`src/rtl/serial_alu_pkg.sv`:
```
`default_nettype none
// ============================================================================
// Package : alu_pkg
// Shared opcodes, FSM state encoding and flag indices for serial_alu.
// Revision: 1.0
// ============================================================================
package alu_pkg;

  localparam logic [2:0] OP_AND = 3'b001;
  localparam logic [2:0] OP_ADD = 3'b010;
  localparam logic [2:0] OP_NOR = 3'b011;
  localparam logic [2:0] OP_SUB = 3'b100;
  localparam logic [2:0] OP_OR  = 3'b101;
  localparam logic [2:0] OP_XOR = 3'b110;

  typedef enum logic [1:0] {
    ST_IDLE = 2'd0,
    ST_RUN  = 2'd1,
    ST_DONE = 2'd2
  } state_t;

  localparam int FLAG_ZF = 0;
  localparam int FLAG_CF = 1;
  localparam int FLAG_SF = 2;
  localparam int FLAG_OF = 3;

  function automatic logic op_is_legal(input logic [2:0] op);
    return (op != 3'b000) && (op != 3'b111);
  endfunction

  function automatic logic op_is_arith(input logic [2:0] op);
    return (op == OP_ADD) || (op == OP_SUB);
  endfunction

endpackage
`default_nettype wire

```
`src/rtl/serial_alu_digit_slice.sv`:
```
`default_nettype none
// ============================================================================
// Module  : alu_digit_slice
// Combinational DIGIT-bit logic unit and ripple adder for one digit.
// Revision: 1.0
// ============================================================================
module alu_digit_slice #(
  parameter int DIGIT = 1
) (
  input  logic [DIGIT-1:0] a,
  input  logic [DIGIT-1:0] b,
  input  logic             cin,
  input  logic [2:0]       opcode,
  output logic [DIGIT-1:0] y,
  output logic             cout,
  output logic             c_msb
);
  import alu_pkg::*;

  logic [DIGIT-1:0] b_eff;
  logic [DIGIT-1:0] sum;
  logic [DIGIT:0]   carry;

  // Subtraction is A + ~B + 1; the +1 arrives as the initial carry.
  always_comb begin
    b_eff    = (opcode == OP_SUB) ? ~b : b;
    sum      = '0;
    carry    = '0;
    carry[0] = cin;
    for (int i = 0; i < DIGIT; i++) begin
      sum[i]     = a[i] ^ b_eff[i] ^ carry[i];
      carry[i+1] = (a[i] & b_eff[i]) | (carry[i] & (a[i] ^ b_eff[i]));
    end
  end

  always_comb begin
    y     = '0;
    cout  = 1'b0;
    c_msb = carry[DIGIT-1];
    case (opcode)
      OP_AND: y = a & b;
      OP_OR:  y = a | b;
      OP_NOR: y = ~(a | b);
      OP_XOR: y = a ^ b;
      OP_ADD, OP_SUB: begin
        y    = sum;
        cout = carry[DIGIT];
      end
      default: y = '0;
    endcase
  end

endmodule
`default_nettype wire

```
`src/rtl/serial_alu.sv`:
```
`default_nettype none
// ============================================================================
// Module  : serial_alu
// Digit-serial ALU: WIDTH-bit operands, DIGIT bits per clock, start/busy/done.
// Revision: 1.0
// ============================================================================
module serial_alu #(
  parameter int WIDTH = 4,
  parameter int DIGIT = 1
) (
  input  logic             clk,
  input  logic             rst,
  input  logic             start,
  input  logic [2:0]       opcode,
  input  logic [WIDTH-1:0] A,
  input  logic [WIDTH-1:0] B,
  output logic             busy,
  output logic             done,
  output logic [WIDTH:0]   C,
  output logic             ZF,
  output logic             CF,
  output logic             SF,
  output logic             OF
);
  import alu_pkg::*;

  localparam int N  = WIDTH / DIGIT;
  localparam int KW = $clog2(N) + 1;

  state_t           state_q, state_d;
  logic [KW-1:0]    k_q, k_d;
  logic [WIDTH-1:0] a_q, a_d;
  logic [WIDTH-1:0] b_q, b_d;
  logic [2:0]       op_q, op_d;
  logic             carry_q, carry_d;
  logic [WIDTH:0]   c_q, c_d;
  logic [3:0]       flags_q, flags_d;

  logic [DIGIT-1:0] a_dig;
  logic [DIGIT-1:0] b_dig;
  logic [DIGIT-1:0] y_dig;
  logic             slice_cout;
  logic             slice_cmsb;
  logic             accept;
  logic             last;
  logic             cf_fin;
  logic             of_fin;

  // Digit select from the latched operands.
  always_comb begin
    a_dig = '0;
    b_dig = '0;
    for (int j = 0; j < N; j++) begin
      if (k_q == KW'(j)) begin
        a_dig = a_q[j*DIGIT +: DIGIT];
        b_dig = b_q[j*DIGIT +: DIGIT];
      end
    end
  end

  alu_digit_slice #(
    .DIGIT (DIGIT)
  ) u_slice (
    .a      (a_dig),
    .b      (b_dig),
    .cin    (carry_q),
    .opcode (op_q),
    .y      (y_dig),
    .cout   (slice_cout),
    .c_msb  (slice_cmsb)
  );

  always_comb begin
    state_d = state_q;
    k_d     = k_q;
    a_d     = a_q;
    b_d     = b_q;
    op_d    = op_q;
    carry_d = carry_q;
    c_d     = c_q;
    flags_d = flags_q;
    accept  = start && op_is_legal(opcode);
    last    = (k_q == KW'(N - 1));
    // Carry-out of an ADD is the carry flag; for SUB it is inverted into a borrow.
    cf_fin  = op_is_arith(op_q) && (slice_cout ^ (op_q == OP_SUB));
    of_fin  = op_is_arith(op_q) && (slice_cmsb ^ slice_cout);

    case (state_q)
      ST_RUN: begin
        for (int j = 0; j < N; j++) begin
          if (k_q == KW'(j)) begin
            c_d[j*DIGIT +: DIGIT] = y_dig;
          end
        end
        carry_d = slice_cout;
        k_d     = k_q + KW'(1);
        if (last) begin
          state_d          = ST_DONE;
          c_d[WIDTH]       = cf_fin;
          flags_d[FLAG_ZF] = (c_d[WIDTH-1:0] == '0);
          flags_d[FLAG_CF] = cf_fin;
          flags_d[FLAG_SF] = c_d[WIDTH-1];
          flags_d[FLAG_OF] = of_fin;
        end
      end
      ST_DONE: state_d = ST_IDLE;
      default: state_d = ST_IDLE;
    endcase

    // Accepting from DONE as well as IDLE gives back-to-back operation.
    if ((state_q != ST_RUN) && accept) begin
      state_d = ST_RUN;
      a_d     = A;
      b_d     = B;
      op_d    = opcode;
      k_d     = '0;
      c_d     = '0;
      carry_d = (opcode == OP_SUB);
    end
  end

  always_ff @(posedge clk or posedge rst) begin
    if (rst) begin
      state_q <= ST_IDLE;
      k_q     <= '0;
      a_q     <= '0;
      b_q     <= '0;
      op_q    <= '0;
      carry_q <= 1'b0;
      c_q     <= '0;
      flags_q <= '0;
    end else begin
      state_q <= state_d;
      k_q     <= k_d;
      a_q     <= a_d;
      b_q     <= b_d;
      op_q    <= op_d;
      carry_q <= carry_d;
      c_q     <= c_d;
      flags_q <= flags_d;
    end
  end

  assign busy = (state_q == ST_RUN);
  assign done = (state_q == ST_DONE);
  assign C    = c_q;
  assign ZF   = flags_q[FLAG_ZF];
  assign CF   = flags_q[FLAG_CF];
  assign SF   = flags_q[FLAG_SF];
  assign OF   = flags_q[FLAG_OF];

endmodule
`default_nettype wire

```
`config.mk`:
```
export PLATFORM = sky130hd
export DESIGN_NAME = serial_alu
export DESIGN_NICKNAME = d
export VERILOG_FILES = /design/src/rtl/serial_alu_pkg.sv /design/src/rtl/serial_alu_digit_slice.sv /design/src/rtl/serial_alu.sv
export SDC_FILE = /design/constraint.sdc
export NUM_CORES = 1
export LEC_CHECK = 0
export ABC_AREA = 1
export CAP_MARGIN = 20
export CELL_PAD_IN_SITES_DETAIL_PLACEMENT = 0
export CELL_PAD_IN_SITES_GLOBAL_PLACEMENT = 1
export CORE_MARGIN = 3
export CORE_UTILIZATION = 25
export CTS_BUF_LIST = sky130_fd_sc_hd__clkbuf_16
export CTS_CLUSTER_SIZE = 24
export DETAILED_ROUTE_END_ITERATION = 16
export PLACE_DENSITY = 0.6
export SLEW_MARGIN = 5
export SYNTH_ARGS = -nofsm -noshare
export SYNTH_HDL_FRONTEND = slang
export SYNTH_SLANG_ARGS = --single-unit
```
`constraint.sdc`:
```
create_clock -name clk -period 2.87 [get_ports clk]
set_clock_uncertainty 0.15 [all_clocks]
set_input_delay 0.4305 -clock clk [delete_from_list [all_inputs] [get_ports clk]]
set_output_delay 0.4305 -clock clk [all_outputs]
set_load 0.01 [all_outputs]
```
==> results.txt <==
----------------------------------------------------
[Status]
  Outcome ... finished, final reports clean

[Detailed routing]
  Residual DRC count ... 0
  Detail-routed via count per cell ... 4.20
  Routed wire per std cell ... 11.5 um
  Antenna violation net count after detailed routing ... 0
  Total iterations of the first detailed-routing run ... 4
  Initial DRC Count ... 20
  Post-Route WL ... 3360 um
  Vias ... 1225

[Placed design]
  Area post-placement ... 1790 um^2
  Cell total after placement ... 283
  Gpl congestion ... 0.781
  Detailed placer's ending HPWL ... 2590 um
  Buffers added on ports ... 24

[Cells and area]
  Most common cell after layout, fill and taps aside ... sky130_fd_sc_hd__nand2_1
  Nets ... 243
  Commonest cells after routing, fill and taps aside ... 66 x sky130_fd_sc_hd__nand2_1, 24 x sky130_fd_sc_hd__dfrtp_1, 24 x sky130_fd_sc_hd__clkdlybuf4s50_1
  Share of cells above drive strength 1 ... 0.209
  Final antenna diode count ... 0
  Summed area of non-filler cells in the final layout ... 1980 um^2
  Synthesis-to-layout area growth ... 37.0%
  Final cell count without fillers ... 292

[Power]
  Leak ... 0.965 nW
  Power density relative to cell area ... 1060 nW/um^2
  Worst IR drop on VDD ... 0.444 mV

[Synthesis]
  Seq cells post-synth ... 26
  Post-Synthesis Cells ... 186
  Number of warnings reported in the yosys synthesis log ... 0
  Number of distinct library cell variants in the gate-level netlist after synthesis ... 22
  Share of the yosys chip area belonging to registers ... 0.450
  Syn_area_per_cell ... 7.77 um^2
  Async set-or-reset flop fraction in the synthesized netlist ... 1.00
  Predominant post-synthesis flop cell ... sky130_fd_sc_hd__dfrtp_1
  Nets in the synthesized netlist ... 208
  Post-synthesis instance area ... 1450 um^2
  Number of flops mapped to enable cells by yosys ... 0

[Floorplan]
  Horizontal die dimension ... 82.0 um
  Effective utilization at floorplan ... 0.261
  Top-level port count ... 25
  Vertical extent of the die ... 82.0 um
  Full die area ... 6730 um^2
  Placeable core region ... 5540 um^2
  Std-Cell Rows ... 27

[CTS]
  Reg clk slew, reported paths ... 0.07 ns
  Cell chosen for the clock root ... sky130_fd_sc_hd__clkbuf_16
  Worst-skew pair later-pin latency ... 0.26 ns
  Number of buffers between clock root and the deepest sink ... 2
  CTS tree ... done
  H-tree Lvls ... 1
  TritonCTS sink count ... 26
  Total CTS buffers ... 3

[Critical path]
  Required time at the worst-slack endpoint ... 2.88 ns
  Worst EP arrival ... 2.62 ns
  Kind of end point of the critical path ... register
  Critical-path maximum fanout ... 4
  Setup crit start kind ... register
  Worst Path Class, Setup ... reg -> reg

[GRT]
  Antenna violations before repair ... 0
  Number of global-route vias before repair ... 1275
  Layer with the highest usage ... met2
  Maximum number of pins on one net before global-route repair ... 27
  Global routing usage summed across all routing layers ... 0.114
  Overflow left after global routing ... 0
  GR Util met2 ... 0.195
  Global-route wire length before repair ... 5740 um
  Met1 track demand over resource in global routing ... 0.141
  Met3 Use GR ... 0.0296

[Run]
  Max-capacitance violation count ... 0

[STA]
  Slew at the pin closest to its max-slew limit ... 0.510 ns
  Hold violation total from the final report ... 0
  Post-route clock period utilization ... 0.911
  Sum of negative setup slack ... 0 ns
  Number of endpoints failing setup at the final stage ... 0
  Unrepaired setup endpoints after global routing ... true
  Final Critical Period ... 2.61 ns
  Worst max-slew margin expressed relative to the limit ... 0.658
  Maximum operating frequency ... 382 MHz
  Final slew viol count ... 0

[Worst hold path]
  Worst hold-check path type ... reg -> reg

----------------------------------------------------
## per-layer routing
metal,vias up,routed length (um),part of all wire
met2,11,1680,0.50
met5,-,0,0
li1,646,-,-
met1,566,1570,0.47
met3,2,94,0.028
met4,0,15,0.0045
## cells in the mapped netlist, types with 2 or more instances
master	instances	area (um^2)
sky130_fd_sc_hd__dfrtp_1	26	651
sky130_fd_sc_hd__ha_1	7	87.6
sky130_fd_sc_hd__inv_1	26	97.6
sky130_fd_sc_hd__inv_2	4	15.0
sky130_fd_sc_hd__nand2_1	68	255
sky130_fd_sc_hd__nand2_2	6	37.5
sky130_fd_sc_hd__nand3_1	13	65.1
sky130_fd_sc_hd__nor2_1	5	18.8
sky130_fd_sc_hd__nor2_2	3	18.8
sky130_fd_sc_hd__o211ai_1	3	22.5
sky130_fd_sc_hd__o21ai_0	10	50.1
sky130_fd_sc_hd__o21ai_1	4	20.0
sky130_fd_sc_hd__o22ai_1	2	12.5
## critical path: stages, from the launching register on
cell and delay (ns):
sky130_fd_sc_hd__dfrtp_1 0.41, sky130_fd_sc_hd__inv_2 0.12, sky130_fd_sc_hd__ha_4 0.13, sky130_fd_sc_hd__inv_2 0.05, sky130_fd_sc_hd__nor2_4 0.11, sky130_fd_sc_hd__inv_2 0.04, sky130_fd_sc_hd__o211ai_2 0.12, sky130_fd_sc_hd__o211ai_1 0.10
sky130_fd_sc_hd__nand2_1 0.12, sky130_fd_sc_hd__xor2_1 0.20, sky130_fd_sc_hd__fa_1 0.43, sky130_fd_sc_hd__inv_1 0.07, sky130_fd_sc_hd__nand2_2 0.06, sky130_fd_sc_hd__nand2_4 0.09, sky130_fd_sc_hd__nand3_2 0.07, sky130_fd_sc_hd__nand2_2 0.10
sky130_fd_sc_hd__nor2_1 0.05, sky130_fd_sc_hd__nand2_1 0.05, sky130_fd_sc_hd__nand2_1 0.04
## flip-flops by register name, summed over array words and instances, names as in the netlist
| register | cells |
|---|---|
| state_q | 2 |
| k_q | 3 |
| b_q | 4 |
| carry_q | 1 |
| a_q | 4 |
| C | 5 |
| flags_q | 4 |
| op_q | 3 |
## kinds of logic after synthesis
logic type                 count (synthesis)  share of synthesized area
DFF                                       26                      0.450
adders and majority gates                  8                     0.0745
AOI/OAI and AO/OA                         21                     0.0874
xor gates and xnor gates                   2                     0.0121
and+or+nand+nor                           97                      0.289
buffers and inverters                     32                     0.0866
## area by class of cell
type                            count  area, um^2
Sequential cell                    26         653
Tap cell                           72        90.1
Multi-Input combinational cell    128         742
Fill cell                         613        3560
Timing Repair Buffer               32         300
Clock buffer                        3        75.1
Clock inverter                      1        3.75
Inverter                           30         115
## repair_timing
item	CTS	global route
setup buffers	0	5
setup endpoints to repair	0	6
resized for setup	0	24
hold buffers	0	0
## power breakdown
group / internal (W) / switching, W / leakage, nW
clock network: 0.000187 / 0.000128 / 0.0385
registers: 0.000518 / 0.000124 / 0.330
logic: 0.000478 / 0.000666 / 0.596
## per-stage QoR
step / hold slack, ns / worst slack, ns / power (W) / utilization
after CTS: 0.336 / 0.125 / 0.00196 / 0.336
after global placement: 0.309 / 0.136 / 0.00163 / 0.322
after detailed placement: 0.318 / 0.129 / 0.00163 / 0.322
after floorplan: 0.292 / 0.392 / 0.00132 / -
after global routing: 0.357 / -0.0128 / 0.00234 / 0.357
final: 0.332 / 0.255 / 0.00210 / 0.357
## final timing paths
path	start	to	slack, ns	depth (start not counted)
setup / recovery	k_q[1]	flags_q[0]	0.26	18
hold / removal	b_q[3]	b_q[3]	0.33	2
setup reg to reg	k_q[1]	flags_q[0]	0.26	18
max in group asynchronous	rst	k_q[2]	1.91	3
hold reg to reg	b_q[3]	b_q[3]	0.33	2
min in group asynchronous	rst	flags_q[1]	0.38	3
(Power assumes the default switching activity.)
